## src/rtl/lsu_access_unit.sv

```systemverilog
// lsu_access_unit: MEM-stage load/store unit. It takes one request at a time
// from EX, runs a request/grant/response bus transaction, steers store byte
// lanes, extracts and extends load data, and returns a registered response
// with an error code. The pipeline is stalled while a transaction is open.
module lsu_access_unit #(
  parameter int DATA_WIDTH = 32,
  parameter int ADDR_WIDTH = 32,
  parameter int TAG_WIDTH  = 5,
  parameter int MAX_WAIT   = 255
) (
  input  logic                    clk,
  input  logic                    rst,
  input  logic                    req_valid,
  output logic                    req_ready,
  input  logic                    req_write,
  input  logic [1:0]              req_size,
  input  logic                    req_sign_ext,
  input  logic [ADDR_WIDTH-1:0]   req_addr,
  input  logic [DATA_WIDTH-1:0]   req_wdata,
  input  logic [TAG_WIDTH-1:0]    req_tag,
  output logic                    stall,
  output logic                    bus_req,
  output logic [DATA_WIDTH/8-1:0] bus_we,
  output logic [ADDR_WIDTH-1:0]   bus_addr,
  output logic [DATA_WIDTH-1:0]   bus_wdata,
  input  logic                    bus_gnt,
  input  logic                    bus_rvalid,
  input  logic [DATA_WIDTH-1:0]   bus_rdata,
  output logic                    resp_valid,
  output logic [DATA_WIDTH-1:0]   resp_data,
  output logic [TAG_WIDTH-1:0]    resp_tag,
  output logic [1:0]              resp_err
);

  localparam int NB    = DATA_WIDTH / 8;
  localparam int OFF_W = $clog2(NB);
  localparam int CNT_W = $clog2(MAX_WAIT + 1);

  localparam logic [1:0] ERR_OK      = 2'd0;
  localparam logic [1:0] ERR_ALIGN   = 2'd1;
  localparam logic [1:0] ERR_TIMEOUT = 2'd2;

  typedef enum logic [1:0] {
    IDLE = 2'd0,
    REQ  = 2'd1,
    WAIT = 2'd2,
    RESP = 2'd3
  } state_t;

  state_t state, state_nxt;

  // Per-request context captured at accept
  logic [1:0]           size_q;
  logic                 sign_q;
  logic                 write_q;
  logic [TAG_WIDTH-1:0] tag_q;
  logic [OFF_W-1:0]     off_q;
  logic [CNT_W-1:0]     cnt_q;

  logic [NB-1:0]         bus_we_q;
  logic [ADDR_WIDTH-1:0] bus_addr_q;
  logic [DATA_WIDTH-1:0] bus_wdata_q;
  logic [DATA_WIDTH-1:0] resp_data_q;
  logic [TAG_WIDTH-1:0]  resp_tag_q;
  logic [1:0]            resp_err_q;

  // Request-side derived values
  logic                  accept;
  logic [OFF_W-1:0]      req_off;
  logic                  req_bad;
  logic [NB-1:0]         req_mask;
  logic [NB-1:0]         req_we;
  logic [DATA_WIDTH-1:0] req_wdata_sh;
  logic [ADDR_WIDTH-1:0] req_addr_al;

  // Load-side derived values
  logic [DATA_WIDTH-1:0] rd_shifted;
  logic [DATA_WIDTH-1:0] rd_mask;
  logic                  rd_msb;
  logic [DATA_WIDTH-1:0] rd_ext;

  // Response staging
  logic                  timeout;
  logic                  resp_load;
  logic [DATA_WIDTH-1:0] resp_data_nxt;
  logic [TAG_WIDTH-1:0]  resp_tag_nxt;
  logic [1:0]            resp_err_nxt;

  assign accept  = req_valid && (state == IDLE);
  assign req_off = req_addr[OFF_W-1:0];
  assign timeout = (cnt_q == CNT_W'(MAX_WAIT - 1));

  // Store lane steering, alignment check and bus address alignment
  always_comb begin
    req_bad = 1'b0;
    case (req_size)
      2'd0:    req_bad = 1'b0;
      2'd1:    req_bad = req_off[0];
      2'd2:    req_bad = |req_off[1:0];
      default: req_bad = (DATA_WIDTH != 64) || (|req_off);
    endcase
    req_mask     = NB'((32'd1 << (32'd1 << req_size)) - 32'd1);
    req_we       = req_write ? (req_mask << req_off) : '0;
    req_wdata_sh = req_wdata << {req_off, 3'b000};
    req_addr_al  = {req_addr[ADDR_WIDTH-1:OFF_W], {OFF_W{1'b0}}};
  end

  // Load data extraction: shift lane down, mask to size, extend
  always_comb begin
    rd_shifted = bus_rdata >> {off_q, 3'b000};
    rd_mask    = '1;
    rd_msb     = 1'b0;
    case (size_q)
      2'd0: begin
        rd_mask = DATA_WIDTH'(8'hFF);
        rd_msb  = rd_shifted[7];
      end
      2'd1: begin
        rd_mask = DATA_WIDTH'(16'hFFFF);
        rd_msb  = rd_shifted[15];
      end
      2'd2: begin
        rd_mask = DATA_WIDTH'(32'hFFFF_FFFF);
        rd_msb  = rd_shifted[31];
      end
      default: begin
        rd_mask = '1;
        rd_msb  = 1'b0;
      end
    endcase
    rd_ext = (rd_shifted & rd_mask) | ((sign_q && rd_msb) ? ~rd_mask : '0);
  end

  // Next-state logic and response staging
  always_comb begin
    state_nxt     = state;
    resp_load     = 1'b0;
    resp_data_nxt = '0;
    resp_tag_nxt  = tag_q;
    resp_err_nxt  = ERR_OK;
    case (state)
      IDLE: begin
        if (accept) begin
          if (req_bad) begin
            state_nxt    = RESP;
            resp_load    = 1'b1;
            resp_tag_nxt = req_tag;
            resp_err_nxt = ERR_ALIGN;
          end else begin
            state_nxt = REQ;
          end
        end
      end
      REQ: begin
        if (timeout) begin
          state_nxt    = RESP;
          resp_load    = 1'b1;
          resp_err_nxt = ERR_TIMEOUT;
        end else if (bus_gnt) begin
          state_nxt = WAIT;
        end
      end
      WAIT: begin
        // Completion wins over a timeout landing in the same cycle
        if (bus_rvalid) begin
          state_nxt     = RESP;
          resp_load     = 1'b1;
          resp_data_nxt = write_q ? '0 : rd_ext;
        end else if (timeout) begin
          state_nxt    = RESP;
          resp_load    = 1'b1;
          resp_err_nxt = ERR_TIMEOUT;
        end
      end
      default: begin
        state_nxt = IDLE;
      end
    endcase
  end

  // State, request context, bus drive and response registers
  always_ff @(posedge clk) begin
    if (!rst) begin
      state       <= IDLE;
      size_q      <= '0;
      sign_q      <= 1'b0;
      write_q     <= 1'b0;
      tag_q       <= '0;
      off_q       <= '0;
      cnt_q       <= '0;
      bus_we_q    <= '0;
      bus_addr_q  <= '0;
      bus_wdata_q <= '0;
      resp_data_q <= '0;
      resp_tag_q  <= '0;
      resp_err_q  <= ERR_OK;
    end else begin
      state <= state_nxt;
      if (accept) begin
        size_q      <= req_size;
        sign_q      <= req_sign_ext;
        write_q     <= req_write;
        tag_q       <= req_tag;
        off_q       <= req_off;
        cnt_q       <= '0;
        bus_we_q    <= req_we;
        bus_addr_q  <= req_addr_al;
        bus_wdata_q <= req_wdata_sh;
      end else if (state == REQ || state == WAIT) begin
        cnt_q <= cnt_q + 1'b1;
      end
      if (resp_load) begin
        resp_data_q <= resp_data_nxt;
        resp_tag_q  <= resp_tag_nxt;
        resp_err_q  <= resp_err_nxt;
      end
    end
  end

  assign req_ready  = (state == IDLE);
  assign stall      = (state != IDLE);
  assign bus_req    = (state == REQ);
  assign resp_valid = (state == RESP);
  assign bus_we     = bus_we_q;
  assign bus_addr   = bus_addr_q;
  assign bus_wdata  = bus_wdata_q;
  assign resp_data  = resp_data_q;
  assign resp_tag   = resp_tag_q;
  assign resp_err   = resp_err_q;

endmodule

```

## config.mk

```make
export PLATFORM = sky130hd
export DESIGN_NAME = lsu_access_unit
export DESIGN_NICKNAME = d
export VERILOG_FILES = /design/src/rtl/lsu_access_unit.sv
export SDC_FILE = /design/constraint.sdc
export NUM_CORES = 1
export LEC_CHECK = 0
export CAP_MARGIN = 20
export CORE_ASPECT_RATIO = 0.5
export CORE_MARGIN = 1.5
export CORE_UTILIZATION = 43
export DETAILED_ROUTE_END_ITERATION = 10
export GPL_TIMING_DRIVEN = 0
export PLACE_DENSITY = 0.9
export SLEW_MARGIN = 20
export SYNTH_ARGS = -nofsm -noshare
export SYNTH_HDL_FRONTEND = slang
export SYNTH_SLANG_ARGS = --single-unit
export TNS_END_PERCENT = 20
```

## constraint.sdc

```tcl
create_clock -name clk -period 2.6 [get_ports clk]
set_input_delay 0.39 -clock clk [delete_from_list [all_inputs] [get_ports clk]]
set_output_delay 0.39 -clock clk [all_outputs]
set_load 0.1 [all_outputs]
```

After elaboration in Yosys (flattened, before gate mapping). Cells that the tools add are included. W data, S select, Z words.

Add/sub/neg operators: 2. Equal/unequal tests: 11. Shifts and indexed selects: 5. Muxes and demuxes: 28. Bitwise gates (word level): 4. Reduce and logical (&&, ||, !) cells: 10.

Operator list (count): $mux W32 (4); $pmux W32 S2 (1); $and A32 B32 Y32 (1); $not A32 Y32 (1); $or A32 B32 Y32 (1); $shl A1 B2 Y32 const A (1); $shl A1 B32 Y4 const A (1); $shl A32 B5 Y32 (1); $shr A32 B5 Y32 (1); $mux W2 (8); $mux W5 (3); $pmux W2 S3 (2); $pmux W1 S3 (3); $add A8 B1 Y8 const B (1); $eq A2 B2 Y1 const B (4); $eq A8 B8 Y1 const B (1); $eq A2 B1 Y1 const B (3); $logic_not A2 Y1 (3); $mux W1 (6); $mux W4 (1); $reduce_or A2 Y1 (2); $shl A4 B2 Y4 (1); $sub A4 B1 Y4 const B (1); $ne A3 B1 Y1 const B (1); other kinds (7) (8).

Bits in registers: 126.

Depth between registers and ports, before layout. Gate-level depths: netlist of the first run.

Depth after elaboration: 8. Gate-level depth with buffers: 8. Depth with buffers taken out: 6.

Worst setup path after synthesis of the first run. OpenSTA, ideal clock, no wires.

Path kind: register to register. Start point: register state[0]. End point: register state[1]. Library setup time: 0.070 ns. Arrival: 2.597 ns. Setup slack: -0.067 ns. Stages on the path, launching flop included: 7. Cells stage by stage: dfxtp_1 > inv_1 > ha_1 > inv_1 > nor2_1 > or4_1 > a21oi_1.

Longest elaborated chain between the ends: 4.

Ends and longest elaborated chain: from (decl) (RTL line 50) `state_t state, state_nxt;`; from (signal assigned) (RTL line 198) `state <= state_nxt;`; $logic_not A2 Y1 *; named net req_ready (RTL line 14) `output logic req_ready,`; $logic_and A1 B1 Y1 (RTL line 89) `assign accept = req_valid && (state == IDLE);`; $ne A2 B1 Y1 (no source line); $reduce_and A3 Y1 (no source line).

The timed path passes the listed nets; every way through them passes the cells marked *. A chain may end at the register's enable or synchronous reset.

Worst setup path in the final report of the first run.
Start point: register state[0]. End point: output resp_valid.

Longest elaborated chain between the ends: 1.

Ends and longest elaborated chain: $eq A2 B2 Y1 (RTL line 223) `assign resp_valid = (state == RESP);`; to (decl) (RTL line 29) `output logic resp_valid,`.

No other way between the ends.

==> flow_summary.yaml, run 1 <==
cts:
  numCtsBuffers: 17
  clk_pin_slew_ps: 60
  clock-sinks: 126
  clockBufferDepth: 2
  clock_latency_ps: 420
  holdBufCountCts: 0
  cts_root_buffer: "clkbuf_16"
  cts_tree: "done"
  htreeDepth: 4
  cts_setup_buffers: 0
pwr:
  p_sw_w: 0.00391
  p_comb_share_pct: 42.9
  p_int_w: 0.00501
  cellPowerDensity_nw_per_um2: 1030
  swShare_pct: 43.8
  peakVddDrop_uv: 839
  pwr-share-clk_pct: 30.7
  seqPwrFrac_pct: 26.5
  p_leak_nw: 3.20
synthesis:
  synth_flop_cell: "dfxtp_1"
  synth_area_sq_um: 5630
  synth_edf_count: 0
  synth-seq-cells: 126
  synth_cell_types: 53
  synth_warnings: 0
  seq_area_frac_synth_pct: 44.8
  syn-mean-instance-area_sq_um: 8.89
  async_flop_share_pct: 0
  synthCells: 633
sta:
  relSlewSlack_pct: 29.8
  final.setup.tns_ps: 0
  maxSlewViolCount: 0
  tightest_slew_ps: 1050
  period_share_pct: 97.3
  hold-worst-slack_ps: 434
  fmax_mhz: 395
  final-hold-violation-count: 0
  fin_crit_ps: 2530
  rsz0062_at_grt: "no"
  setup_violations: 0
  finalClockSkew_ps: 9.05
detailed_routing:
  postRouteWirelength_um: 19100
  wl_per_cell_um: 18.1
  wl_met1_um: 8170
  top_layer_used: "met4"
  antenna_left: 0
  wl_met3_um: 993
  drc: 0
  wl_met2_um: 9300
  first_pass_iters: 5
  initialDrtViolationCount: 504
  vias_per_cell: 5.65
  vias: 5942
global_route:
  grt_pass1_wl_um: 29800
  antenna_found_initial: 0
  grt_use_total_pct: 27.4
  grt_pass1_vias: 5909
  grt_max_degree: 17
  grt_overflow: 0
setup_path:
  crit_family: "buffers and inverters"
  start_kind: "register"
  critPathMaxFanout: 4
  reg2reg_from: "state[0]"
  cp_cell_sequence: "ha_1 > clkdlybuf4s50_1"
  slowest_stage: "clkdlybuf4s50_1"
  critPathMaxStageDelay_ps: 1140
  worstSetupPathType: "reg -> out"
  arrival_ps: 2140
  reg2reg_depth: 7
  path_buf_inv: 1
  ff2ff_setup_slack_ps: 230
  r2r-end: "resp_data[23]"
  cp.required_ps: 2210
  cp-end-kind: "primary output"
final_layout:
  fin_cells: 1052
  n_antenna_cell: 0
  drive_above_1_share_pct: 7.60
  multi_input_area_sq_um: 2850
  ff_latch_area_sq_um: 2520
  area_growth_pct: 54.2
  finish.net_count: 986
  fin_util_pct: 68.2
  nFillCells: 926
placed_design:
  dpl.hpwl_um: 13800
  gp_congestion: 0.879
  portBuffers: 216
  dp.cells: 1020
floorplanning:
  dieWidth_um: 165
  fp.dieH_um: 83.9
  ioPinCount: 221
  start_util_pct: 44.2
  row_count: 29
  die-area_sq_um: 13800
  core_area_sq_um: 12700
status:
  status: "complete, no violations"
worst_hold_path:
  min_to: "bus_we[3]"
  hp-class: "in -> reg"
  min_from: "req_addr[0]"
  hold_depth: 3
run:
  cap_violations: 0
==> registers in the layout, summed over array words and instances (netlist names) <==
| name | count |
|---|---|
| bus_wdata | 32 |
| resp_data | 32 |
| bus_addr | 30 |
| cnt_q | 8 |
| resp_tag | 5 |
| tag_q | 5 |
| bus_we | 4 |
| off_q | 2 |
| resp_err | 2 |
| size_q | 2 |
| state | 2 |
| sign_q | 1 |
| write_q | 1 |
==> cell usage after synthesis, types with 8 or more instances <==
| cell | instances | area share, % |
|---|---|---|
| a211oi_1 | 8 | 1.1 |
| a21oi_1 | 64 | 5.7 |
| buf_2 | 9 | 0.80 |
| inv_1 | 8 | 0.53 |
| or3_1 | 9 | 1.0 |
| a221o_1 | 16 | 2.8 |
| nor2b_1 | 10 | 1.1 |
| nand3b_1 | 9 | 1.2 |
| a221oi_1 | 8 | 1.2 |
| o21ai_0 | 17 | 1.5 |
| o211ai_1 | 21 | 2.8 |
| nor3_1 | 9 | 0.80 |
| clkbuf_1 | 28 | 1.9 |
| nand2_1 | 113 | 7.5 |
| buf_1 | 12 | 0.80 |
| mux2i_1 | 26 | 4.6 |
| a22o_1 | 16 | 2.5 |
| dfxtp_1 | 126 | 45 |
| mux2_2 | 16 | 3.2 |
| nor2_1 | 29 | 1.9 |
==> per-stage QoR <==
stage	setup slack, ps	power, W	instance area [sq um]
detailed placement	11.8	0.00618	8020
global placement	100	0.00611	8020
floorplan	198	0.00519	5640
finish	70.7	0.00891	8680
global route	18.5	0.00923	8680
CTS	68.9	0.00891	8680
==> worst register-to-register path: stages, from the launching register on <==
cell and delay, ps:
dfxtp_1 340, inv_1 90, ha_1 230, nand2_1 150, nor3_2 560, o2111a_1 470
buf_2 300, a221o_1 170
==> area by class of cell <==
cell class,count,share of cell area [%]
sequential,126,29.1
clock inverter,13,2.74
buffer,53,2.68
inverter,9,0.432
clock buffer,19,4.99
timing repair buffer,216,24.9
tap,170,2.45
multi-input combinational,446,32.8
==> logic make-up (layout without fill, tap and decap cells) <==
logic type / after synthesis / in the layout / share of synthesized area, %
AND/OR/NAND/NOR: 207 / 207 / 17.0
adder cells (fa/ha/maj): 7 / 7 / 1.56
XOR/XNOR: 5 / 5 / 0.778
multiplexers: 43 / 43 / 8.22
buffers and inverters: 62 / 310 / 4.73
other: 1 / 2 / 0.0666
AO/OA/AOI/OAI: 182 / 182 / 22.8
flip-flops: 126 / 126 / 44.8
==> layout by cell type (no fill, tap or decap), types with 6 or more instances in the layout <==
| master | count |
|---|---|
| nand2_1 | 113 |
| buf_1 | 12 |
| nand2b_1 | 6 |
| o211ai_1 | 21 |
| o2111a_1 | 6 |
| a221oi_1 | 8 |
| nor2b_1 | 10 |
| clkdlybuf4s50_1 | 213 |
| mux2_2 | 16 |
| clkbuf_1 | 30 |
| buf_2 | 9 |
| bufinv_16 | 6 |
| nand3b_1 | 9 |
| a221o_1 | 16 |
| a211oi_1 | 8 |
| dfxtp_1 | 126 |
| nor2_1 | 29 |
| clkbuf_16 | 17 |
| nor3_1 | 9 |
| or3_1 | 9 |
| nand3_1 | 6 |
| inv_1 | 7 |
| a22o_1 | 16 |
| mux2i_1 | 26 |
| a21oi_1 | 64 |
| a32o_1 | 7 |
| ha_1 | 6 |
| o21ai_0 | 17 |
==> routing by layer <==
metal  global-route usage [%]  vias up
li1                         -     2767
met1                     33.7     2870
met2                     46.2      248
met3                     5.51       57
met4                     12.6        0
met5                        0        -
==> power by group through the flow <==
stage | clock network, W | registers, W | logic, W
5_1_grt | 0.00284 | 0.00239 | 0.00400
6_report | 0.00273 | 0.00236 | 0.00382
3_3_place_gp | 0 | 0.00238 | 0.00373
4_1_cts | 0.00274 | 0.00236 | 0.00380
3_5_place_dp | 0 | 0.00239 | 0.00379
2_1_floorplan | 0 | 0.00386 | 0.00133
==> worst max path at each step <==
stage	startpoint	to	slack, ps	cells past startpoint
final	state[0]	resp_valid	70	2
after global routing	state[0]	resp_valid	20	2
after CTS	state[0]	resp_valid	70	2
after detailed placement	rst	bus_wdata[12]	10	7
after global placement	rst	bus_wdata[6]	100	6
after floorplan	state[1]	resp_data[26]	200	6
==> timing repair <==
| action | CTS | global route |
|---|---|---|
| hold endpoints to repair | 0 | 0 |
| resized for setup | 3 | 0 |
| setup endpoints to repair | 3 | 0 |
Power figures use the tool's default switching activity.
==> inputs of run 2 (changes only) <==
--- a/config.mk
+++ b/config.mk
@@ -10,9 +10,9 @@
 export CORE_MARGIN = 1.5
 export CORE_UTILIZATION = 43
 export DETAILED_ROUTE_END_ITERATION = 10
+export DONT_BUFFER_PORTS = 1
 export GPL_TIMING_DRIVEN = 0
-export PLACE_DENSITY = 0.9
-export SLEW_MARGIN = 20
+export PLACE_DENSITY = 0.69
 export SYNTH_ARGS = -nofsm -noshare
 export SYNTH_HDL_FRONTEND = slang
 export SYNTH_SLANG_ARGS = --single-unit
==> run 2 against run 1 <==
Via count decreased by 17%. Combinational power down 56%. Non-clock buffer count shrank 216. Sequential cell count stayed put. Clock skew is 2.6 ps higher. Sequential share of layout area grew 9.7 points. Critical path type is now reg -> reg. Highest routed layer unchanged.
==> flow_summary.yaml, run 2 (synthesized netlist as in run 1, its figures left out) <==
status:
  status: "complete, no violations"
cts:
  holdBufCountCts: 0
  clockBufferDepth: 2
  htreeDepth: 4
  clock_latency_ps: 410
  clk_pin_slew_ps: 60
  clock-sinks: 126
  numCtsBuffers: 17
  cts_tree: "done"
  cts_root_buffer: "clkbuf_16"
setup_path:
  crit_family: "compound AO/OA/AOI/OAI gates"
  start_kind: "register"
  reg2reg_depth: 7
  cp_cell_sequence: "inv_1 > ha_4 > nand2_1 > a211o_1 > a41o_1 > buf_6 > a221o_1"
  ff2ff_setup_slack_ps: 140
  cp-endpoint: "resp_data[23]"
  reg2reg_from: "state[0]"
  arrival_ps: 2750
  cp.required_ps: 2890
  path_buf_inv: 2
  cp-end-kind: "register"
  critPathMaxFanout: 10
  critPathLaunch: "state[0]"
  r2r-end: "resp_data[23]"
  slowest_stage: "ha_4"
  cp.depth: 7
  worstSetupPathType: "reg -> reg"
  critPathMaxStageDelay_ps: 390
detailed_routing:
  wl_per_cell_um: 19.3
  postRouteWirelength_um: 16100
  antenna_left: 0
  drc: 0
  first_pass_iters: 5
  vias: 4961
  vias_per_cell: 5.93
  initialDrtViolationCount: 333
run:
  cap_violations: 0
final_layout:
  layout_commonest_cell: "dfxtp_1"
  area_growth_pct: 15.7
  nFillCells: 1177
  multi_input_area_sq_um: 2860
  final_cell_mix: "dfxtp_1 (126), nand2_1 (113), a21oi_1 (64)"
  drive_above_1_share_pct: 10.5
  n_antenna_cell: 0
  finish.net_count: 770
  fin_util_pct: 51.1
  ff_latch_area_sq_um: 2520
sta:
  rsz0062_at_grt: "no"
  fin_crit_ps: 2460
  tightest_slew_ps: 1030
  setup_violations: 0
  final-hold-violation-count: 0
  final.setup.tns_ps: 0
  maxSlewViolCount: 0
  relSlewSlack_pct: 31.0
  fmax_mhz: 407
  finalClockSkew_ps: 11.6
  period_share_pct: 94.5
floorplanning:
  start_util_pct: 44.2
  row_count: 29
  core_area_sq_um: 12700
  ioPinCount: 221
  die-area_sq_um: 13800
  dieWidth_um: 165
  fp.dieH_um: 83.9
pwr:
  peakVddDrop_uv: 587
  p_leak_nw: 2.40
  totalPowerFinal_w: 0.00820
  cellPowerDensity_nw_per_um2: 1260
placed_design:
  gp_congestion: 0.834
  dpl.hpwl_um: 11800
  portBuffers: 0
worst_hold_path:
  hp-class: "in -> reg"
  hold_depth: 1
  min_from: "req_wdata[6]"
global_route:
  antenna_found_initial: 0
  grt_pass1_wl_um: 24800
  grt_use_total_pct: 22.9
  grt_pass1_vias: 4732
  grt_max_degree: 17
  grt_overflow: 0
-- run 2: changes by cell type in the layout (fill, tap and decap cells not counted), moves of 2 or more --
cell	previous run	this run
clkdlybuf4s50_1	213	0
dlygate4sd2_1	3	0
clkinv_2	0	2
clkinvlp_4	4	2
ha_1	6	4
inv_6	1	3
-- run 2: worst reg2reg max path, delay by kind of cell (launching register included) --
family,cells,cell delay (ps)
compound gates,3,1120
fa+ha+maj,1,390
buf+inv,2,320
flops,1,340
simple gates,1,170
-- run 2: worst min path at each step --
stage,endpoint,slack (ps)
after detailed placement,tag_q[1],460
after global placement,tag_q[2],450
after floorplan,tag_q[0],440
after CTS,bus_wdata[6],90
final,bus_wdata[6],100
after global routing,bus_wdata[6],100
-- run 2: timing repair --
action / in CTS / in global routing
endpoints found under the setup margin: 60 / 15
buffers inserted: 0 / 0
pin swaps: 0 / 0
resized for setup: 3 / 2
-- run 2: layout make-up --
type,count,share of cell area [%]
clock buffer,19,6.65
sequential,126,38.7
clock inverter,13,3.25
multi-input combinational,446,43.9
buffer,53,3.59
inverter,9,0.576
tap,170,3.27
-- run 2: routing by layer --
layer	global-route usage (%)	routed length [um]	vias up
met5	0	0	-
met4	9.34	298	0
met3	6.86	1410	23
met2	35.6	7290	198
met1	29.5	7130	2407
li1	-	-	2333
-- run 2: stage by stage --
| stage | std cells | cell area, sq um | worst slack, ps | hold WS [ps] |
|---|---|---|---|---|
| CTS | 836 | 6510 | 141 | 89.4 |
| detailed placement | 804 | 5850 | -109 | 461 |
| global placement | 804 | 5850 | -87.8 | 448 |
| finish | 836 | 6510 | 144 | 100 |
| floorplan | 634 | 5640 | 198 | 437 |
| global route | 836 | 6510 | 8.93 | 96.9 |
-- run 2: power by group --
| part | total (W) | internal (W) | switching, W | leakage (nW) |
|---|---|---|---|---|
| Sequential | 0.00389 | 0.00220 | 0.00170 | 1.03 |
| Clock | 0.00261 | 0.00171 | 0.000902 | 0.312 |
| Combinational | 0.00169 | 0.000545 | 0.00115 | 1.06 |
| Total | 0.00820 | 0.00445 | 0.00374 | 2.40 |
